[config.mk]
export PLATFORM = sky130hd
export DESIGN_NAME = ldm_writeback_sequencer
export DESIGN_NICKNAME = d
export VERILOG_FILES = /design/src/rtl/ldm_writeback_sequencer.sv
export SDC_FILE = /design/constraint.sdc
export NUM_CORES = 1
export LEC_CHECK = 0
export ABC_AREA = 1
export BUFFER_PORTS_ARGS = -buffer_cell sky130_fd_sc_hd__buf_2
export CAP_MARGIN = 5
export CORE_ASPECT_RATIO = 0.8
export CORE_MARGIN = 2
export CORE_UTILIZATION = 60
export DETAILED_ROUTE_END_ITERATION = 12
export GPL_TIMING_DRIVEN = 0
export PLACE_DENSITY = 0.82
export REMOVE_ABC_BUFFERS = 1
export SKIP_LAST_GASP = 1
export SLEW_MARGIN = 15
export SYNTH_ARGS = -nofsm -noshare
export SYNTH_HDL_FRONTEND = slang
export SYNTH_SLANG_ARGS = --single-unit
[constraint.sdc]
create_clock -name clk -period 6.2 [get_ports clk]
set_input_delay 0.31 -clock clk [delete_from_list [all_inputs] [get_ports clk]]
set_output_delay 0.31 -clock clk [all_outputs]
set_load 0.03 [all_outputs]
[src/rtl/ldm_writeback_sequencer.sv]
`default_nettype none
// ============================================================================
// Module : ldm_writeback_sequencer
// Desc   : ARM LDM sequencer: register list -> word reads -> RF writebacks,
//          optional base writeback. Macro LDM_PC_FLUSH_EN adds flush outputs.
// Rev    : 1.0  initial release
// ============================================================================
module ldm_writeback_sequencer #(
   parameter int unsigned NUM_REGS   = 16,
   parameter int unsigned WORD_BYTES = 4
) (
   input  logic                        clk,
   input  logic                        rst,
   input  logic                        start,
   input  logic [NUM_REGS-1:0]         reg_list,
   input  logic [31:0]                 base_addr,
   input  logic [$clog2(NUM_REGS)-1:0] base_reg,
   input  logic                        up,
   input  logic                        wback,
   output logic                        mem_req,
   output logic [31:0]                 mem_addr,
   input  logic                        mem_ready,
   input  logic [31:0]                 mem_rdata,
   output logic [$clog2(NUM_REGS)-1:0] Dest_wb,
   output logic [31:0]                 Result_WB,
   output logic                        writeBackEn,
   output logic                        busy,
`ifdef LDM_PC_FLUSH_EN
   output logic                        flush,
   output logic [31:0]                 branch_target,
`endif
   output logic                        done
);

   localparam int c_IDX_W = $clog2(NUM_REGS);
   localparam int c_CNT_W = $clog2(NUM_REGS + 1);

   localparam logic [1:0] c_IDLE  = 2'd0;
   localparam logic [1:0] c_LOAD  = 2'd1;
   localparam logic [1:0] c_WBASE = 2'd2;
   localparam logic [1:0] c_FIN   = 2'd3;

   logic [1:0]          r_state;
   logic [1:0]          w_next_state;
   logic [NUM_REGS-1:0] r_list;
   logic [c_IDX_W-1:0]  r_base_reg;
   logic                r_wback_go;
   logic [31:0]         r_new_base;
   logic [31:0]         r_addr;
   logic                r_wb_en;
   logic [c_IDX_W-1:0]  r_wb_idx;
   logic [31:0]         r_wb_data;
   logic                r_done;

   logic [c_CNT_W-1:0]  w_count;
   logic [31:0]         w_span;
   logic [c_IDX_W-1:0]  w_low_idx;
   logic [NUM_REGS-1:0] w_list_rest;
   logic                w_last_load;

   always_comb begin
      w_count = '0;
      for (int i = 0; i < NUM_REGS; i++) begin
         w_count = w_count + c_CNT_W'(reg_list[i]);
      end
   end

   assign w_span = 32'(w_count) * 32'(WORD_BYTES);

   // Scan downward so the lowest set bit is the last one to win.
   always_comb begin
      w_low_idx = '0;
      for (int i = NUM_REGS - 1; i >= 0; i--) begin
         if (r_list[i]) w_low_idx = c_IDX_W'(i);
      end
   end

   assign w_list_rest = r_list & (r_list - NUM_REGS'(1));
   assign w_last_load = (w_list_rest == '0);

   always_ff @(posedge clk or posedge rst) begin
      if (rst) r_state <= c_IDLE;
      else     r_state <= w_next_state;
   end

   always_comb begin
      w_next_state = r_state;
      case (r_state)
         c_IDLE:  if (start) w_next_state = (w_count == '0) ? c_FIN : c_LOAD;
         c_LOAD:  if (mem_ready && w_last_load) w_next_state = r_wback_go ? c_WBASE : c_FIN;
         c_WBASE: w_next_state = c_FIN;
         c_FIN:   w_next_state = c_IDLE;
         default: w_next_state = c_IDLE;
      endcase
   end

   always_comb begin
      mem_req = (r_state == c_LOAD);
      busy    = (r_state != c_IDLE);
   end

   // Writeback outputs are registered: each write appears the cycle after
   // the state that issued it, and done trails FIN by one cycle likewise.
   always_ff @(posedge clk or posedge rst) begin
      if (rst) begin
         r_list     <= '0;
         r_base_reg <= '0;
         r_wback_go <= 1'b0;
         r_new_base <= '0;
         r_addr     <= '0;
         r_wb_en    <= 1'b0;
         r_wb_idx   <= '0;
         r_wb_data  <= '0;
         r_done     <= 1'b0;
      end else begin
         r_wb_en <= 1'b0;
         r_done  <= (r_state == c_FIN);
         case (r_state)
            c_IDLE: begin
               if (start) begin
                  r_list     <= reg_list;
                  r_base_reg <= base_reg;
                  r_wback_go <= wback & ~reg_list[base_reg];
                  r_new_base <= up ? (base_addr + w_span) : (base_addr - w_span);
                  r_addr     <= up ? base_addr : (base_addr - w_span);
               end
            end
            c_LOAD: begin
               if (mem_ready) begin
                  r_wb_en   <= 1'b1;
                  r_wb_idx  <= w_low_idx;
                  r_wb_data <= mem_rdata;
                  r_list    <= w_list_rest;
                  r_addr    <= r_addr + 32'(WORD_BYTES);
               end
            end
            c_WBASE: begin
               r_wb_en   <= 1'b1;
               r_wb_idx  <= r_base_reg;
               r_wb_data <= r_new_base;
            end
            default: ;
         endcase
      end
   end

   assign mem_addr    = r_addr;
   assign Dest_wb     = r_wb_idx;
   assign Result_WB   = r_wb_data;
   assign writeBackEn = r_wb_en;
   assign done        = r_done;

`ifdef LDM_PC_FLUSH_EN
   localparam logic [c_IDX_W-1:0] c_PC_IDX = c_IDX_W'(NUM_REGS - 1);

   logic        r_flush;
   logic [31:0] r_branch_target;

   always_ff @(posedge clk or posedge rst) begin
      if (rst) begin
         r_flush         <= 1'b0;
         r_branch_target <= '0;
      end else begin
         r_flush <= 1'b0;
         if (r_state == c_LOAD && mem_ready && w_low_idx == c_PC_IDX) begin
            r_flush         <= 1'b1;
            r_branch_target <= mem_rdata & ~32'h3;
         end else if (r_state == c_WBASE && r_base_reg == c_PC_IDX) begin
            r_flush         <= 1'b1;
            r_branch_target <= r_new_base & ~32'h3;
         end
      end
   end

   assign flush         = r_flush;
   assign branch_target = r_branch_target;
`endif

endmodule
`default_nettype wire

==> flow_summary.rst <==
.. list-table::
   :header-rows: 1

   * - Metric
     - Value
   * - Outcome
     - completed
   * - Number of cells in the design after placement
     - 1679
   * - Worst path buffer plus inverter count
     - 6
   * - Overall die width
     - 143 um
   * - Area of the core
     - 15100 sq um
   * - Worst Clk Skew
     - 0.0109 ns
   * - Data arrival at the endpoint of the critical path
     - 5.65 ns
   * - Worst-path maximum fanout
     - 6
   * - Unrepaired setup endpoints after global routing
     - no
   * - Depth of the CTS H-tree
     - 4
   * - Worst hold path stage count
     - 3
   * - Clk Latency, worst-skew pair
     - 0.43 ns
   * - Share of Yosys cell area claimed by the top area cell type
     - 0.336
   * - Largest net degree at the start of global routing
     - 79
   * - Reg-to-reg slack, setup
     - 2.45 ns
   * - Peak supply drop
     - 0.000299 V
   * - PnR Total Power
     - 5.68 mW
   * - Clock buffer count from CTS
     - 17
   * - Crit Reg-Reg Startpoint
     - r_state[1]
   * - Fraction of final layout cells with drive strength greater than 1
     - 0.157
   * - Post-Syn Area
     - 9300 sq um
   * - Global route total overflow
     - 0
   * - Instance area at placement
     - 10200 sq um
   * - DRC Markers
     - 0
   * - Die Ht
     - 115 um
   * - Required arrival time at the worst endpoint
     - 6.56 ns
   * - Start point of the critical path
     - reg_list[5]
   * - Clock-pin slew on the worst setup and hold paths
     - 0.06 ns
   * - Worst slew pin tran
     - 1.23 ns
   * - Yosys synthesis warning count
     - 0
   * - Via-per-instance ratio
     - 5.88
   * - Iter 0 DRT Violations
     - 987
   * - Effective utilization at floorplan
     - 0.618
   * - Relative area change from synthesis to final layout
     - 15.7%
   * - Most frequent cell after synthesis
     - nand2_1
   * - Power Dens Cells
     - 528 nW/um^2
   * - Clock tree from TritonCTS
     - yes
   * - Area taken by flip-flops and latches
     - 3130 sq um
   * - Via count
     - 10062
   * - CP max-delay cell
     - fa_1
   * - Number of inserted filler cells in the final layout
     - 1299
   * - Worst Setup Slack, final
     - 0.902 ns
   * - Cell accounting for the most synthesized area
     - dfrtp_1
   * - Share of synthesized registers carrying an async set or reset
     - 1.00
   * - Final cycle utilization of the critical path
     - 0.854
   * - Number of routed nets with antenna violations
     - 0
   * - Placement Rows
     - 40
   * - Clock root buffer
     - clkbuf_16
   * - Footprint of the multi-input gates
     - 5300 sq um
   * - Met3 track demand over resource in global routing
     - 0.0800
   * - Hold Violations, Final
     - 0
   * - Slew Viols, Final
     - 0
   * - Post-synth top cells
     - nand2_1 (348), inv_1 (156), nor2_1 (152)
   * - Placed wire-length estimate
     - 21.6 mm
   * - Hold Path Origin
     - base_addr[0]
   * - Placer's final routability congestion estimate
     - 0.985
   * - Number of synthesized flops with an enable pin
     - 0
   * - Worst slack after detailed placement
     - 0.560 ns
   * - Largest cells by area after synthesis
     - dfrtp_1 (34%), nand2_1 (14%), inv_1 (6.3%)
   * - Drt pass-1 iters
     - 8
   * - Unique masters post-synth
     - 50
   * - Max-slew headroom at the worst pin
     - 0.179
   * - Minimum clock period
     - 5.30 ns
   * - Vias in the first global route
     - 9155
   * - First-pass GRT wire length
     - 47.0 mm
   * - Dominant register cell in the synthesized netlist
     - dfrtp_1
   * - Type of origin of the critical path
     - input pin
   * - Mean area per synthesized cell
     - 6.83 sq um
   * - Final Instance Count excl. Fillers
     - 1711
   * - Buffers added on ports
     - 161
   * - Gate count of the mapped netlist
     - 1363
   * - Maxcap violations
     - 0
   * - Sink Count
     - 125
   * - Post-layout net count
     - 1613
   * - Most Used Layer, Global Route
     - met2
   * - M1 GR Usage
     - 0.510
   * - Highest clock frequency the design can meet
     - 0.189 GHz
   * - Delay of the slowest cell on the worst path
     - 0.53 ns
   * - Worst reg2reg path endpoint
     - r_list[6]
   * - Non-Filler Cell Area, Final
     - 10800 sq um
   * - Number of antenna violations at the first check in global routing
     - 0
   * - Final setup fails
     - 0
   * - CP Class
     - input pin to flip-flop
   * - Wire per inst
     - 17.2 um
   * - Met2 track demand over resource in global routing
     - 0.565
   * - Destination of the worst hold path
     - r_new_base[0]
   * - Boundary pin count
     - 162
   * - Number of buffers on the longest clock path
     - 2
   * - Die area
     - 16500 sq um
   * - Static leakage power
     - 5.16 nW
   * - Kind of end point of the critical path
     - flip-flop
   * - Global-route usage over all layers
     - 0.364
   * - Register area share after synthesis
     - 0.336
   * - Tightest hold margin
     - 0.126 ns
   * - Register-to-Register Path Depth
     - 9
   * - CP delay by family, top
     - adder cells
   * - Aggregate routed wire length
     - 29.5 mm
   * - Kind of path behind the tightest hold check
     - input pin to flip-flop
   * - FF+latch count, synth
     - 125
## cell usage in the layout, fill, tap and decap left out, types with 6 or more instances in the layout
cell type  synthesis  final
a21oi_1           67     67
a31oi_1           58     58
buf_2             11    161
clkbuf_16          0     17
clkinv_2           0      6
dfrtp_1          125    125
fa_1              12     12
ha_1              22     20
inv_1            156    153
inv_2              4      6
nand2_1          348    347
nand3_1           84     84
nand4_1           27     27
nor2_1           152    152
nor3_1            30     30
nor4_1            11     11
o211ai_1          19     19
o21ai_0           92     92
o22ai_1           10     10
xor2_1            21     21
## metal layers
| layer | vias up | share of wire |
|---|---|---|
| li1 | 4787 | - |
| met1 | 4736 | 0.44 |
| met2 | 493 | 0.45 |
| met3 | 46 | 0.089 |
| met4 | 0 | 0.025 |
| met5 | - | 0 |
## worst register-to-register path: stages, from the launching register on
cell	delay, ns
dfrtp_1	0.41
inv_1	0.16
ha_4	0.67
nand2_1	0.26
o21ai_0	0.14
nand2_1	0.70
inv_2	0.76
buf_12	0.27
o21ai_0	0.13
o22ai_1	0.16
## cell type report
cell class,count,area share
Clock inverter,11,0.00884
Antenna cell,1,0.000233
Clock buffer,19,0.0421
Timing Repair Buffer,166,0.0839
Tap cell,210,0.0244
Multi-Input combinational cell,1016,0.492
Inverter,163,0.0574
Sequential cell,125,0.291
## timing repair
action,in CTS,in global routing
hold buffers,1,0
endpoints found under the hold margin,47,0
buffers inserted,0,0
resized for setup,0,0
setup endpoints to repair,0,0
## cell families after synthesis
logic type,share of synthesized area
simple gates,0.317
compound gates,0.173
buf+inv,0.0959
flops,0.336
fa+ha+maj,0.0554
xor+xnor,0.0226
## through the flow
step           utilization  setup TNS, ns
6_report             0.714              0
4_1_cts              0.714              0
2_1_floorplan            -              0
5_1_grt              0.714              0
3_5_place_dp         0.677              0
3_3_place_gp         0.670         -19.41
## how the worst max path moves through the flow
stage               cells past startpoint        endpoint  slack [ns]
detailed placement                     25  r_new_base[31]        0.56
global route                           25  r_new_base[31]        0.67
CTS                                    25  r_new_base[31]        0.99
global placement                        7   Result_WB[30]       -0.56
finish                                 25  r_new_base[27]        0.90
floorplan                              22    mem_addr[18]        1.31
## power breakdown
part / internal (mW) / switching, mW / total [mW]
sequential: 1.23 / 0.311 / 1.54
clock: 0.565 / 0.384 / 0.949
combinational: 0.973 / 2.22 / 3.19
total: 2.77 / 2.91 / 5.68
Power figures use the tool's default switching activity.
